===== src/rtl/hyperbus_target.sv =====
// HyperBus follower: decodes the 48-bit CA, waits out the initial latency and serves linear
// bursts from a synchronous SRAM back-end. Define HBUS_TARGET_REGS_EN for the ID/CR register space.
module hyperbus_target #(
    parameter int          WIDTH         = 8,
    parameter int          ADDR_LENGTH   = 32,
    parameter int          LATENCY_COUNT = 6,
    parameter logic [15:0] ID0_VALUE     = 16'h0c81,
    parameter logic [15:0] ID1_VALUE     = 16'h0001,
    parameter logic [15:0] CR0_RESET     = 16'h8f1f
) (
    input  logic                   clk90,
    input  logic                   rst,
    input  logic                   ck_en,
    input  logic                   csn,
    input  logic [2*WIDTH-1:0]     dq_in,
    input  logic [1:0]             rwds_in,
    output logic [2*WIDTH-1:0]     dq_out,
    output logic                   dq_oe,
    output logic [1:0]             rwds_out,
    output logic                   rwds_oe,
    output logic [ADDR_LENGTH-1:0] mem_adr,
    output logic                   mem_re,
    input  logic [2*WIDTH-1:0]     mem_rdat,
    output logic                   mem_we,
    output logic [1:0]             mem_be,
    output logic [2*WIDTH-1:0]     mem_wdat
);

    // state   | meaning
    // IDLE    | bus deselected; first CA word taken when csn low
    // CA      | collecting CA words 1 and 2, decode on word 2
    // LATENCY | initial latency countdown; last cycle issues first read
    // READ    | drive read words, prefetch next
    // WRITE   | pass write words to back-end
    // REGWR   | register write, single word at cycle 3, then ignore until csn rises

    localparam int DW = 2 * WIDTH;

    typedef enum logic [2:0] {IDLE, CA, LATENCY, READ, WRITE, REGWR} state_t;

    state_t                 state_q, state_d;
    logic [7:0]             cnt_q, cnt_d;
    logic [ADDR_LENGTH-1:0] addr_q, addr_d;
    logic [31:0]            ca_q, ca_d;
    logic                   rd_q, rd_d;
    logic                   as_q, as_d;
    logic [15:0]            rdat_q, rdat_d;

    logic                   step;
    logic                   dbl_lat;
    logic [15:0]            ca_word;
    logic [31:0]            ca_adr;
    logic [7:0]             lat_m1;
    logic [1:0]             rwds_ca;
    logic [15:0]            reg_word;
    logic                   unused_burst;

`ifdef HBUS_TARGET_REGS_EN
    logic [15:0] cr0_q, cr0_d;

    function automatic logic [15:0] reg_read(input logic [ADDR_LENGTH-1:0] a, input logic [15:0] cr0);
        logic [15:0] v;
        v = 16'h0000;
        if (a == ADDR_LENGTH'(0))
            v = ID0_VALUE;
        else if (a == ADDR_LENGTH'(1))
            v = ID1_VALUE;
        else if (a == ADDR_LENGTH'(32'h800))
            v = cr0;
        else if (a == ADDR_LENGTH'(32'h801))
            v = 16'h0001;
        return v;
    endfunction

    assign dbl_lat  = cr0_q[3];
    assign reg_word = reg_read(addr_q, cr0_q);
`else
    assign dbl_lat  = CR0_RESET[3];
    assign reg_word = 16'h0000;
`endif

    assign step         = ck_en & ~csn;
    assign ca_word      = dq_in[15:0];
    assign ca_adr       = {ca_q[28:0], ca_word[2:0]};
    assign lat_m1       = dbl_lat ? 8'(2 * LATENCY_COUNT - 1) : 8'(LATENCY_COUNT - 1);
    assign rwds_ca      = dbl_lat ? 2'b11 : 2'b00;
    // Wrapped bursts are served linearly, so the burst-type bit carries no meaning here.
    assign unused_burst = ca_q[29];

    always_ff @(posedge clk90 or posedge rst) begin
        if (rst) begin
            state_q <= IDLE;
            cnt_q   <= '0;
            addr_q  <= '0;
            ca_q    <= '0;
            rd_q    <= 1'b0;
            as_q    <= 1'b0;
            rdat_q  <= '0;
`ifdef HBUS_TARGET_REGS_EN
            cr0_q   <= CR0_RESET;
`endif
        end else begin
            state_q <= state_d;
            cnt_q   <= cnt_d;
            addr_q  <= addr_d;
            ca_q    <= ca_d;
            rd_q    <= rd_d;
            as_q    <= as_d;
            rdat_q  <= rdat_d;
`ifdef HBUS_TARGET_REGS_EN
            cr0_q   <= cr0_d;
`endif
        end
    end

    always_comb begin
        state_d  = state_q;
        cnt_d    = cnt_q;
        addr_d   = addr_q;
        ca_d     = ca_q;
        rd_d     = rd_q;
        as_d     = as_q;
        rdat_d   = rdat_q;
`ifdef HBUS_TARGET_REGS_EN
        cr0_d    = cr0_q;
`endif
        dq_out   = '0;
        dq_oe    = 1'b0;
        rwds_out = 2'b00;
        rwds_oe  = 1'b0;
        mem_adr  = addr_q;
        mem_re   = 1'b0;
        mem_we   = 1'b0;
        mem_be   = 2'b00;
        mem_wdat = '0;

        case (state_q)
            IDLE: begin
                // Cycle 0 is spent in IDLE, so RWDS must already be driven here.
                if (!csn && !rst) begin
                    rwds_oe  = 1'b1;
                    rwds_out = rwds_ca;
                end
                if (step) begin
                    ca_d[31:16] = ca_word;
                    cnt_d       = 8'd1;
                    state_d     = CA;
                end
            end
            CA: begin
                rwds_oe  = 1'b1;
                rwds_out = rwds_ca;
                if (step) begin
                    if (cnt_q == 8'd1) begin
                        ca_d[15:0] = ca_word;
                        cnt_d      = 8'd2;
                    end else begin
                        rd_d   = ca_q[31];
                        as_d   = ca_q[30];
                        addr_d = ADDR_LENGTH'(ca_adr);
                        if (!ca_q[31] && ca_q[30]) begin
                            state_d = REGWR;
                            cnt_d   = '0;
                        end else begin
                            state_d = LATENCY;
                            cnt_d   = lat_m1;
                        end
                    end
                end
            end
            LATENCY: begin
                rwds_oe = rd_q;
                if (step) begin
                    if (cnt_q == '0) begin
                        state_d = rd_q ? READ : WRITE;
                        if (rd_q) begin
                            mem_re = ~as_q;
                            rdat_d = reg_word;
                            addr_d = addr_q + ADDR_LENGTH'(1);
                        end
                    end else begin
                        cnt_d = cnt_q - 8'd1;
                    end
                end
            end
            READ: begin
                dq_oe    = 1'b1;
                rwds_oe  = 1'b1;
                rwds_out = 2'b10;
                dq_out   = as_q ? DW'(rdat_q) : mem_rdat;
                if (step) begin
                    mem_re = ~as_q;
                    rdat_d = reg_word;
                    addr_d = addr_q + ADDR_LENGTH'(1);
                end
            end
            WRITE: begin
                if (step) begin
                    mem_we   = (rwds_in != 2'b11);
                    mem_wdat = dq_in;
                    mem_be   = ~rwds_in;
                    addr_d   = addr_q + ADDR_LENGTH'(1);
                end
            end
            REGWR: begin
                if (step && cnt_q == '0) begin
                    cnt_d = 8'd1;
`ifdef HBUS_TARGET_REGS_EN
                    if (addr_q == ADDR_LENGTH'(32'h800))
                        cr0_d = dq_in[15:0];
`endif
                end
            end
            default: state_d = IDLE;
        endcase

        if (csn)
            state_d = IDLE;
    end

endmodule

===== config.mk =====
export PLATFORM = sky130hd
export DESIGN_NAME = hyperbus_target
export DESIGN_NICKNAME = d
export VERILOG_FILES = /design/src/rtl/hyperbus_target.sv
export SDC_FILE = /design/constraint.sdc
export NUM_CORES = 1
export LEC_CHECK = 0
export CELL_PAD_IN_SITES_DETAIL_PLACEMENT = 0
export CELL_PAD_IN_SITES_GLOBAL_PLACEMENT = 2
export CORE_MARGIN = 3
export CORE_UTILIZATION = 30
export DETAILED_ROUTE_END_ITERATION = 10
export GPL_TIMING_DRIVEN = 0
export PLACE_DENSITY_LB_ADDON = 0.15
export SLEW_MARGIN = 20
export SYNTH_ARGS = -nofsm -noshare
export SYNTH_HDL_FRONTEND = slang
export SYNTH_SLANG_ARGS = --single-unit

===== constraint.sdc =====
create_clock -name clk90 -period 3.05 [get_ports clk90]
set_input_delay 0.4575 -clock clk90 [delete_from_list [all_inputs] [get_ports clk90]]
set_output_delay 0.4575 -clock clk90 [all_outputs]
set_load 0.005 [all_outputs]

# Yosys cells after proc, flatten, opt, wreduce, memory -nomap -nowiden
# Index checks and enable logic that the tools add are counted.
# Widths: inputs -> output; s select.
# word_totals
register_bits	93
out_inout_bits	72
wordCells	106
# op_classes
n_addsub	2
n_eq_ne	23
muxes	47
bitwise	5
reduce_logical	21
# ops
op	n
$mux 32	6
$mux 16	8
$pmux 32 s3	1
$mux 8	5
$add 32x1->32 const B	1
$pmux 16 s2	1
$pmux 8 s4	1
$mux 3	8
$ne 2x2->1 const B	10
$ne 3x3->1 const B	5
$pmux 3 s4	1
$reduce_and 6->1	2
$eq 8x1->1 const B	1
$logic_not 8->1	1
$mux 1	8
$mux 4	2
$sub 8x1->8 const B	1
$reduce_and 7->1	1
$eq 3x2->1 const B	2
$eq 3x3->1 const B	2
$mux 2	3
$pmux 2 s3	1
$reduce_and 3->1	2
$reduce_and 5->1	1
other kinds (16)	24

# Longest topological paths before layout
# Gate-level depths: netlist of run 1.
# depth
word_depth	7
ltp_mapped	9
depth_no_buf	7

# Worst setup path before layout of run 1
# OpenSTA, ideal clock, no wires.
# synth_timing
path_kind	register to output
start	register state_q[2]
end	output dq_out[10]
t_arrival_ns	1.505
required_ns	2.592
path_slack_ns	1.088
path_stages_with_launch	6
path_buffers	2
cell_sequence	dfrtp_1 buf_2 nand2b_1 nor3b_1 clkbuf_1 and2_1
# synth_between
elab_chain_cells	2
# synth_lines
item	line	rtl
start, declared	41	state_t state_q, state_d;
start signal, assigned	103	state_q <= state_d;
$eq 3x2->1	137	case (state_q)
$mux 16	137	
end, declared	17	output logic [2*WIDTH-1:0] dq_out,
# No other way between the ends.

# Worst setup path in the final report of run 1
# layout_timing
start	register state_q[2]
end	output dq_out[5]
# Same word-level chain as after synthesis.

==> results.sh, run 1 <==
export IMPL_outcome="complete, no violations"
export IMPL_nets=639
export IMPL_cts_tree="yes"
export IMPL_start_kind="flop"
export IMPL_cts_max_level=3
export IMPL_power_total_w=0.00567
export IMPL_placed_cell_area_um2=6080
export IMPL_gp_congestion=0.837
export IMPL_vias=4259
export IMPL_hold_viol=0
export IMPL_diodes=0
export IMPL_hold_depth=1
export IMPL_reg2regPathDepth=7
export IMPL_rsz0062_at_grt="no"
export IMPL_avgSynthCellArea_um2=9.88
export IMPL_finalMaxSlewViolations=0
export IMPL_wl_per_cell_um=19.2
export IMPL_cp_slowest_stage_delay_ps=510
export IMPL_cts_buffer_depth=2
export IMPL_die_w_um=131
export IMPL_rows=45
export IMPL_skew_ps=6.74
export IMPL_synthCells=475
export IMPL_syn_cell_area_um2=4690
export IMPL_grt_pass1_wl_mm=24.9
export IMPL_powerDensity_nw_per_um2=881
export IMPL_dr_pass1_iters=4
export IMPL_power_leakage_nw=2.57
export IMPL_min_period_over_period_pct=94.1
export IMPL_final_util_pct=42.2
export IMPL_async_reset_ff_share_pct=100
export IMPL_start_util_pct=30.8
export IMPL_synth_top_flop_cell="dfrtp_1"
export IMPL_clk_latency_ps=340
export IMPL_hpwlAfterDp_mm=11.6
export IMPL_r2r_end="mem_adr[3]"
export IMPL_hold_path_class="flop to flop"
export IMPL_min_from="ca_q[2]"
export IMPL_cts_buffers_inserted=9
export IMPL_grt_total_usage_pct=18.9
export IMPL_relSlewSlack_pct=28.6
export IMPL_final_common_cell="clkdlybuf4s50_1"
export IMPL_grt_start_max_net_pins=51
export IMPL_maxCapViolCount=0
export IMPL_rr_startpoint="state_q[1]"
export IMPL_design_area_um2=6440
export IMPL_cp_required_ps=2590
export IMPL_worst_pin_slew_ps=1070
export IMPL_cp_cell_sequence="buf_2 -> nand2b_1 -> nor3b_4 -> clkbuf_2 -> and2_1 -> clkdlybuf4s50_1"
export IMPL_grt_pass1_vias=4298
export IMPL_max_freq_mhz=349
export IMPL_dr_first_iter_drc_count=220
export IMPL_path_class="flop to primary output"
export IMPL_arrival_ps=2410
export IMPL_seq_area_frac_synth_pct=40.5
export IMPL_die_y_um=131
export IMPL_area_growth_pct=37.2
export IMPL_clkTransAtPathRegs_ps=60
export IMPL_cpLargestDelayFamily="buffers and inverters"
export IMPL_pin_count=110
export IMPL_cts_sinks=76
export IMPL_fin_ws_ps=181
export IMPL_cp_num_buf_inv=3
export IMPL_ys_types=63
export IMPL_startpoint="state_q[2]"
export IMPL_setup_viol=0
export IMPL_holdPathEnd="ca_q[2]"
export IMPL_fin_crit_ps=2870
export IMPL_ys_seq_elements=76
export IMPL_end_kind="primary output"
export IMPL_cp_slowest_cell="clkdlybuf4s50_1"
export IMPL_r2r_slack_ps=550
export IMPL_irDropWorstVdd_mv=0.317
export IMPL_routed_wl_mm=15.6
export IMPL_die_area_um2=17200
export IMPL_overflow=0
export IMPL_antenna_found_initial=0
export IMPL_drive_above_1_share_pct=22.1
export IMPL_core_area_um2=15300
export IMPL_crit_fanout=10
export IMPL_synth_warnings=0
export IMPL_drc_errors=0
export IMPL_pre_cts_slack_ps=-473
export IMPL_syn_num_nets=517
export IMPL_portBuffers=109
export IMPL_viasPerCell=5.24
export IMPL_synth_edf_count=0
export IMPL_antenna_left=0
export IMPL_final_cell_mix="clkdlybuf4s50_1 (109), dfrtp_1 (76), nand2_1 (38)"
export IMPL_cts_root_buf="clkbuf_16"
## state kept, by name (all words and copies together) (netlist names)
name and cells:
mem_adr 32, ca_q 31, cnt_q 8, state_q 3, as_q 1, rd_q 1
## Yosys cell counts (2+ instances only)
cell type / count / share of area, %
nor3_1: 10 / 1.1
o22a_1: 6 / 1.1
buf_6: 3 / 0.72
o31ai_1: 3 / 0.48
o21ai_0: 25 / 2.7
nor3b_1: 5 / 0.80
and2_1: 19 / 2.5
o22ai_1: 14 / 1.9
nand2_1: 38 / 3.0
o21ai_1: 3 / 0.32
buf_2: 14 / 1.5
nor2_2: 6 / 0.80
a31oi_1: 3 / 0.40
or2_2: 2 / 0.27
a41oi_1: 2 / 0.37
ha_1: 4 / 1.1
nor4_4: 3 / 1.4
and3_1: 23 / 3.1
nor2_1: 24 / 1.9
clkbuf_1: 9 / 0.72
buf_4: 3 / 0.48
a2bb2oi_2: 19 / 6.1
o21a_1: 2 / 0.32
a21oi_2: 20 / 3.7
a21oi_1: 16 / 1.7
nand4_1: 13 / 1.7
nand3_1: 22 / 2.3
or3b_2: 2 / 0.37
inv_1: 10 / 0.80
nand2b_1: 7 / 0.93
o21ai_2: 3 / 0.56
mux2_2: 23 / 5.5
nor4_1: 2 / 0.27
mux2_1: 10 / 2.4
or3_1: 3 / 0.40
dfrtp_1: 76 / 41
o31a_1: 2 / 0.37
## worst max path at each step
stage,cells past startpoint,end
3_5_place_dp,7,mem_we
3_3_place_gp,2,mem_adr[18]
5_1_grt,6,dq_out[9]
6_report,6,dq_out[5]
4_1_cts,6,mem_we
2_1_floorplan,1,as_q
## where the power goes
group	leakage (nW)	switching, W	internal (W)	total, W
logic	1.49	0.00119	0.00134	0.00252
registers	0.914	0.000528	0.00147	0.00200
clock network	0.158	0.000430	0.000722	0.00115
total	2.57	0.00215	0.00353	0.00567
## timing repair
action | in CTS | in global routing
gates resized for setup | 4 | 3
hold buffers | 0 | 0
setup buffers | 0 | 2
hold endpoints to repair | 0 | 0
setup endpoints to repair | 26 | 13
pin swaps | 0 | 1
## metal layers
layer	share of wire (%)	vias up	track usage, %
met5	0	-	0
li1	-	2007	-
met3	5.8	16	3.57
met4	1.6	0	5.63
met2	46	146	30.3
met1	46	2090	26.0
## area by class of cell
type                    instances  area [um2]
flip-flops and latches         76        1900
inverters                      10        40.0
well taps                     211         264
clock inverters                 3        42.5
multi-input cells             357        2590
fillers                      1530        8820
clock buffers                  13         280
repair buffers                112        1130
plain buffers                  31         190
## worst register-to-register path: cells and delay by family (launching register included)
family / cells / cell delay, ps
AO/OA/AOI/OAI: 3 / 1140
buffers and inverters: 3 / 840
flip-flops: 1 / 350
AND/OR/NAND/NOR: 1 / 100
## per-stage QoR
step           TNS, ps  cells  hold WS, ps
2_1_floorplan        0    475          459
3_5_place_dp     -4390    796          480
5_1_grt              0    813          514
4_1_cts              0    811          493
6_report             0    813          491
3_3_place_gp    -74170    795          471
## cells by family (layout without fill, tap and decap cells)
family / Yosys count / in the layout / synth area share (%)
AO/OA/AOI/OAI: 127 / 127 / 21.8
flip-flops: 76 / 76 / 40.5
multiplexers: 34 / 34 / 8.13
adder cells (fa/ha/maj): 4 / 4 / 1.07
AND/OR/NAND/NOR: 192 / 192 / 23.6
buffers and inverters: 42 / 169 / 4.83
No activity file was read; power rests on OpenSTA's default activity.
==> inputs of run 2 (changes only) <==
- CORE_UTILIZATION: 30 -> 31
==> results.sh, run 2 (same netlist as run 1, synthesis figures left out) <==
export IMPL_setup_viol=0
export IMPL_cts_buffer_depth=2
export IMPL_design_area_um2=6410
export IMPL_grt_start_max_net_pins=48
export IMPL_start_kind="flop"
export IMPL_maxCapViolCount=0
export IMPL_outcome="complete, no violations"
export IMPL_pwr_share_clk_pct=20.8
export IMPL_core_area_um2=14700
export IMPL_irDropWorstVdd_mv=0.386
export IMPL_diodes=0
export IMPL_nets=639
export IMPL_hold_path_class="flop to flop"
export IMPL_grt_pass1_wl_mm=24.4
export IMPL_grt_pass1_vias=4331
export IMPL_hold_viol=0
export IMPL_max_freq_mhz=347
export IMPL_die_y_um=129
export IMPL_skew_ps=6.86
export IMPL_fillers=1412
export IMPL_dr_first_iter_drc_count=212
export IMPL_hpwlAfterDp_mm=11.3
export IMPL_dr_pass1_iters=4
export IMPL_path_class="flop to primary output"
export IMPL_gr_usage_met3_pct=3.59
export IMPL_switching_share_pct=37.9
export IMPL_largest_register_ffs=32
export IMPL_finalMaxSlewViolations=0
export IMPL_drive_above_1_share_pct=22.1
export IMPL_drc_errors=0
export IMPL_grt_total_usage_pct=18.9
export IMPL_cp_required_ps=2590
export IMPL_gp_congestion=0.845
export IMPL_crit_fanout=4
export IMPL_routed_wl_mm=15.2
export IMPL_holdWs_ps=492
export IMPL_final_util_pct=43.6
export IMPL_clkTransAtPathRegs_ps=70
export IMPL_final_cell_mix="clkdlybuf4s50_1 (109), dfrtp_1 (76), nand2_1 (38)"
export IMPL_antenna_left=0
export IMPL_placed_cell_area_um2=6050
export IMPL_tns_ps=0
export IMPL_busiest_layer="met2"
export IMPL_pin_count=110
export IMPL_clk_latency_ps=350
export IMPL_cts_tree="yes"
export IMPL_pwr_share_comb_pct=44.1
export IMPL_portBuffers=109
export IMPL_viasPerCell=5.35
export IMPL_cts_buffers_inserted=9
export IMPL_pwr_share_seq_pct=35.2
export IMPL_grt_use_met1_pct=25.9
export IMPL_final_common_cell="clkdlybuf4s50_1"
export IMPL_power_leakage_nw=2.57
export IMPL_powerDensity_nw_per_um2=890
export IMPL_arrival_ps=2420
export IMPL_area_growth_pct=36.6
export IMPL_p_int_w=0.00354
export IMPL_cts_root_buf="clkbuf_16"
export IMPL_fin_crit_ps=2880
export IMPL_grt_use_met2_pct=30.1
export IMPL_end_kind="primary output"
export IMPL_cts_max_level=3
export IMPL_switching_power_w=0.00216
export IMPL_die_w_um=129
export IMPL_worst_pin_slew_ps=1050
export IMPL_start_util_pct=31.9
export IMPL_wl_per_cell_um=19.3
export IMPL_cts_sinks=76
export IMPL_vias=4204
export IMPL_min_period_over_period_pct=94.4
export IMPL_overflow=0
export IMPL_relSlewSlack_pct=29.9
export IMPL_rsz0062_at_grt="no"
export IMPL_die_area_um2=16700
export IMPL_antenna_found_initial=0
export IMPL_rows=44
## run 2: cell types whose count changed in the layout (fill, tap and decap cells not counted)
cell       previous run  this run
buf_4                 6         5
bufinv_16             1         2
clkbuf_4              0         1
clkbuf_8              4         1
clkinv_2              1         2
inv_6                 0         1
## run 2: final cells by class
| class | instances | area, um2 | share of cell area (%) |
|---|---|---|---|
| Clock inverter | 6 | 86.3 | 1.35 |
| Tap cell | 184 | 230 | 3.59 |
| Buffer | 31 | 190 | 2.97 |
| Sequential cell | 76 | 1900 | 29.7 |
| Inverter | 10 | 40.0 | 0.625 |
| Clock buffer | 10 | 239 | 3.73 |
| Timing Repair Buffer | 112 | 1130 | 17.7 |
| Multi-Input combinational cell | 357 | 2590 | 40.4 |
## run 2: worst max-delay path: stages (launching register included)
cell and delay [ps]:
dfrtp_1 410, inv_1 110, ha_1 170, nor3b_1 370, a31oi_1 170, nor4_1 280
clkdlybuf4s50_1 580
## run 2: worst paths after layout
kind,slack (ps),endpoint,startpoint,cells after the start
hold reg to reg,490,ca_q[2],ca_q[2],1
min in group asynchronous,530,cnt_q[1],rst,2
hold / removal,490,ca_q[2],ca_q[2],1
setup / recovery,170,mem_re,cnt_q[0],6
max in group asynchronous,1950,ca_q[25],rst,3
setup reg to reg,570,mem_adr[10],state_q[1],7
## run 2: metal layers
| layer | wire [um] | up-vias |
|---|---|---|
| met5 | 0 | - |
| met4 | 232 | 0 |
| met3 | 733 | 11 |
| met2 | 6940 | 122 |
| met1 | 7250 | 2070 |
| li1 | - | 2001 |
## run 2: what timing repair did
item                       in CTS  in global routing
setup endpoints to repair      24                 28
hold buffers                    0                  0
resized for setup               3                  5
setup buffers                   0                  2
gates cloned                    0                  0
pin swaps                       0                  1
## run 2: through the flow
step	setup WS, ps	instances	total power, W
after floorplan	654	475	0.00344
after global placement	-876	768	0.00450
after detailed placement	-384	769	0.00453
after CTS	17.0	784	0.00574
after global routing	18.4	786	0.00609
final	172	786	0.00571
## run 2: power by group through the flow
stage	Sequential (W)	Combinational, W	Clock [W]
global placement	0.00201	0.00249	0
detailed placement	0.00202	0.00250	0
floorplan	0.00185	0.00159	0
global route	0.00209	0.00276	0.00125
finish	0.00201	0.00251	0.00119
CTS	0.00201	0.00253	0.00121
==> inputs of run 3 (changes only) <==
- CAP_MARGIN: unset -> 20
- clock period: 3.05 -> 2.9 ns (I/O delays scaled with it)
==> results.sh, run 3 (same netlist as run 1, synthesis figures left out) <==
export IMPL_outcome="complete, no violations"
export IMPL_die_y_um=129
export IMPL_routed_wl_mm=15.2
export IMPL_pwr_share_clk_pct=20.7
export IMPL_overflow=0
export IMPL_portBuffers=109
export IMPL_cts_tree="yes"
export IMPL_cp_cell_sequence="buf_2 -> nand2b_1 -> nor3b_4 -> buf_4 -> and2_1 -> clkdlybuf4s50_1"
export IMPL_antenna_found_initial=0
export IMPL_diodes=0
export IMPL_fin_crit_ps=2740
export IMPL_drive_above_1_share_pct=22.5
export IMPL_maxCapViolCount=0
export IMPL_dr_first_iter_drc_count=174
export IMPL_cp_slowest_stage_delay_ps=500
export IMPL_antenna_left=0
export IMPL_cts_buffers_inserted=9
export IMPL_holdBufCountCts=0
export IMPL_irDropWorstVdd_mv=0.409
export IMPL_cp_slowest_cell="clkdlybuf4s50_1"
export IMPL_cts_sinks=76
export IMPL_cp_required_ps=2470
export IMPL_largest_register_ffs=32
export IMPL_grt_total_usage_pct=19.0
export IMPL_final_util_pct=43.8
export IMPL_fillers=1411
export IMPL_p_int_w=0.00373
export IMPL_hold_path_class="flop to flop"
export IMPL_relSlewSlack_pct=29.7
export IMPL_start_kind="flop"
export IMPL_hold_viol=0
export IMPL_dr_pass1_iters=4
export IMPL_pin_count=110
export IMPL_power_leakage_nw=2.58
export IMPL_vias=4210
export IMPL_core_area_um2=14700
export IMPL_gp_congestion=0.845
export IMPL_pre_cts_slack_ps=-489
export IMPL_cp_num_buf_inv=3
export IMPL_cts_max_level=3
export IMPL_finalMaxSlewViolations=0
export IMPL_area_growth_pct=37.1
export IMPL_die_w_um=129
export IMPL_rsz0062_at_grt="no"
export IMPL_clkTransAtPathRegs_ps=60
export IMPL_arrival_ps=2300
export IMPL_min_period_over_period_pct=94.4
export IMPL_nets=641
export IMPL_clk_latency_ps=350
export IMPL_max_freq_mhz=365
export IMPL_final_cell_mix="clkdlybuf4s50_1 (109), dfrtp_1 (76), nand2_1 (38)"
export IMPL_drc_errors=0
export IMPL_fin_ws_ps=162
export IMPL_end_kind="primary output"
export IMPL_path_class="flop to primary output"
export IMPL_cts_root_buf="clkbuf_16"
export IMPL_grt_start_max_net_pins=48
export IMPL_final_common_cell="clkdlybuf4s50_1"
export IMPL_switching_power_w=0.00227
export IMPL_wl_per_cell_um=19.3
export IMPL_crit_fanout=10
export IMPL_switching_share_pct=37.9
export IMPL_grt_pass1_vias=4347
export IMPL_cpLargestDelayFamily="buffers and inverters"
export IMPL_hpwlAfterDp_mm=11.3
export IMPL_grt_pass1_wl_mm=24.5
export IMPL_viasPerCell=5.34
export IMPL_pwr_share_seq_pct=35.1
export IMPL_die_area_um2=16700
export IMPL_setup_viol=0
export IMPL_cts_buffer_depth=2
export IMPL_skew_ps=7.07
export IMPL_rows=44
export IMPL_worst_pin_slew_ps=1050
export IMPL_pwr_share_comb_pct=44.1
export IMPL_start_util_pct=31.9
export IMPL_powerDensity_nw_per_um2=933
run 3: changes by cell type in the layout (fill, tap and decap cells not counted):
cell / previous run / this run
nor3b_1: 3 / 2
clkbuf_4: 1 / 0
buf_4: 5 / 9
nor3b_2: 1 / 2
clkbuf_2: 2 / 1
run 3: stage by stage:
step	hold slack (ps)	total power (W)	cells	area (um2)	setup TNS, ps
after detailed placement	478	0.00476	769	6050	-5630
after global routing	520	0.00641	788	6430	0
after floorplan	459	0.00362	475	4690	0
after CTS	492	0.00605	787	6410	0
after global placement	470	0.00473	768	6010	-81330
final	490	0.00600	788	6430	0
run 3: what timing repair did:
| action | CTS | global route |
|---|---|---|
| resized for setup | 8 | 3 |
| pin swaps | 1 | 1 |
| cloned | 0 | 0 |
| setup buffers | 2 | 2 |
| endpoints found under the setup margin | 29 | 17 |
run 3: final cells by class:
cell class | count | area [um2] | area share, %
multi-input combinational | 357 | 2590 | 40.3
sequential | 76 | 1900 | 29.6
timing repair buffer | 114 | 1150 | 17.9
clock buffer | 10 | 239 | 3.72
tap | 184 | 230 | 3.58
buffer | 31 | 193 | 3.00
clock inverter | 6 | 86.3 | 1.34
inverter | 10 | 40.0 | 0.622
run 3: metal layers:
layer / GRT usage, % / share of wire, % / vias up / wire length [um]
met3: 3.59 / 5.4 / 12 / 820
met1: 26.0 / 47 / 2068 / 7130
met5: 0 / 0 / - / 0
met4: 6.61 / 1.5 / 0 / 231
met2: 30.3 / 46 / 118 / 7010
li1: - / - / 2012 / -
run 3: final timing paths:
check / start / to / slack (ps) / cells past startpoint
worst min register to register: ca_q[2] / ca_q[2] / 490 / 1
max in group asynchronous: rst / ca_q[25] / 1820 / 3
worst min-delay path: ca_q[2] / ca_q[2] / 490 / 1
worst max-delay path: state_q[2] / dq_out[13] / 160 / 6
worst max register to register: state_q[1] / mem_adr[10] / 430 / 7
min in group asynchronous: rst / cnt_q[1] / 510 / 2
run 3: power groups by stage:
stage / clock network, W / registers (W) / logic, W
3_3_place_gp: 0 / 0.00211 / 0.00262
6_report: 0.00125 / 0.00211 / 0.00265
4_1_cts: 0.00127 / 0.00211 / 0.00267
5_1_grt: 0.00131 / 0.00219 / 0.00291
2_1_floorplan: 0 / 0.00194 / 0.00167
3_5_place_dp: 0 / 0.00213 / 0.00263
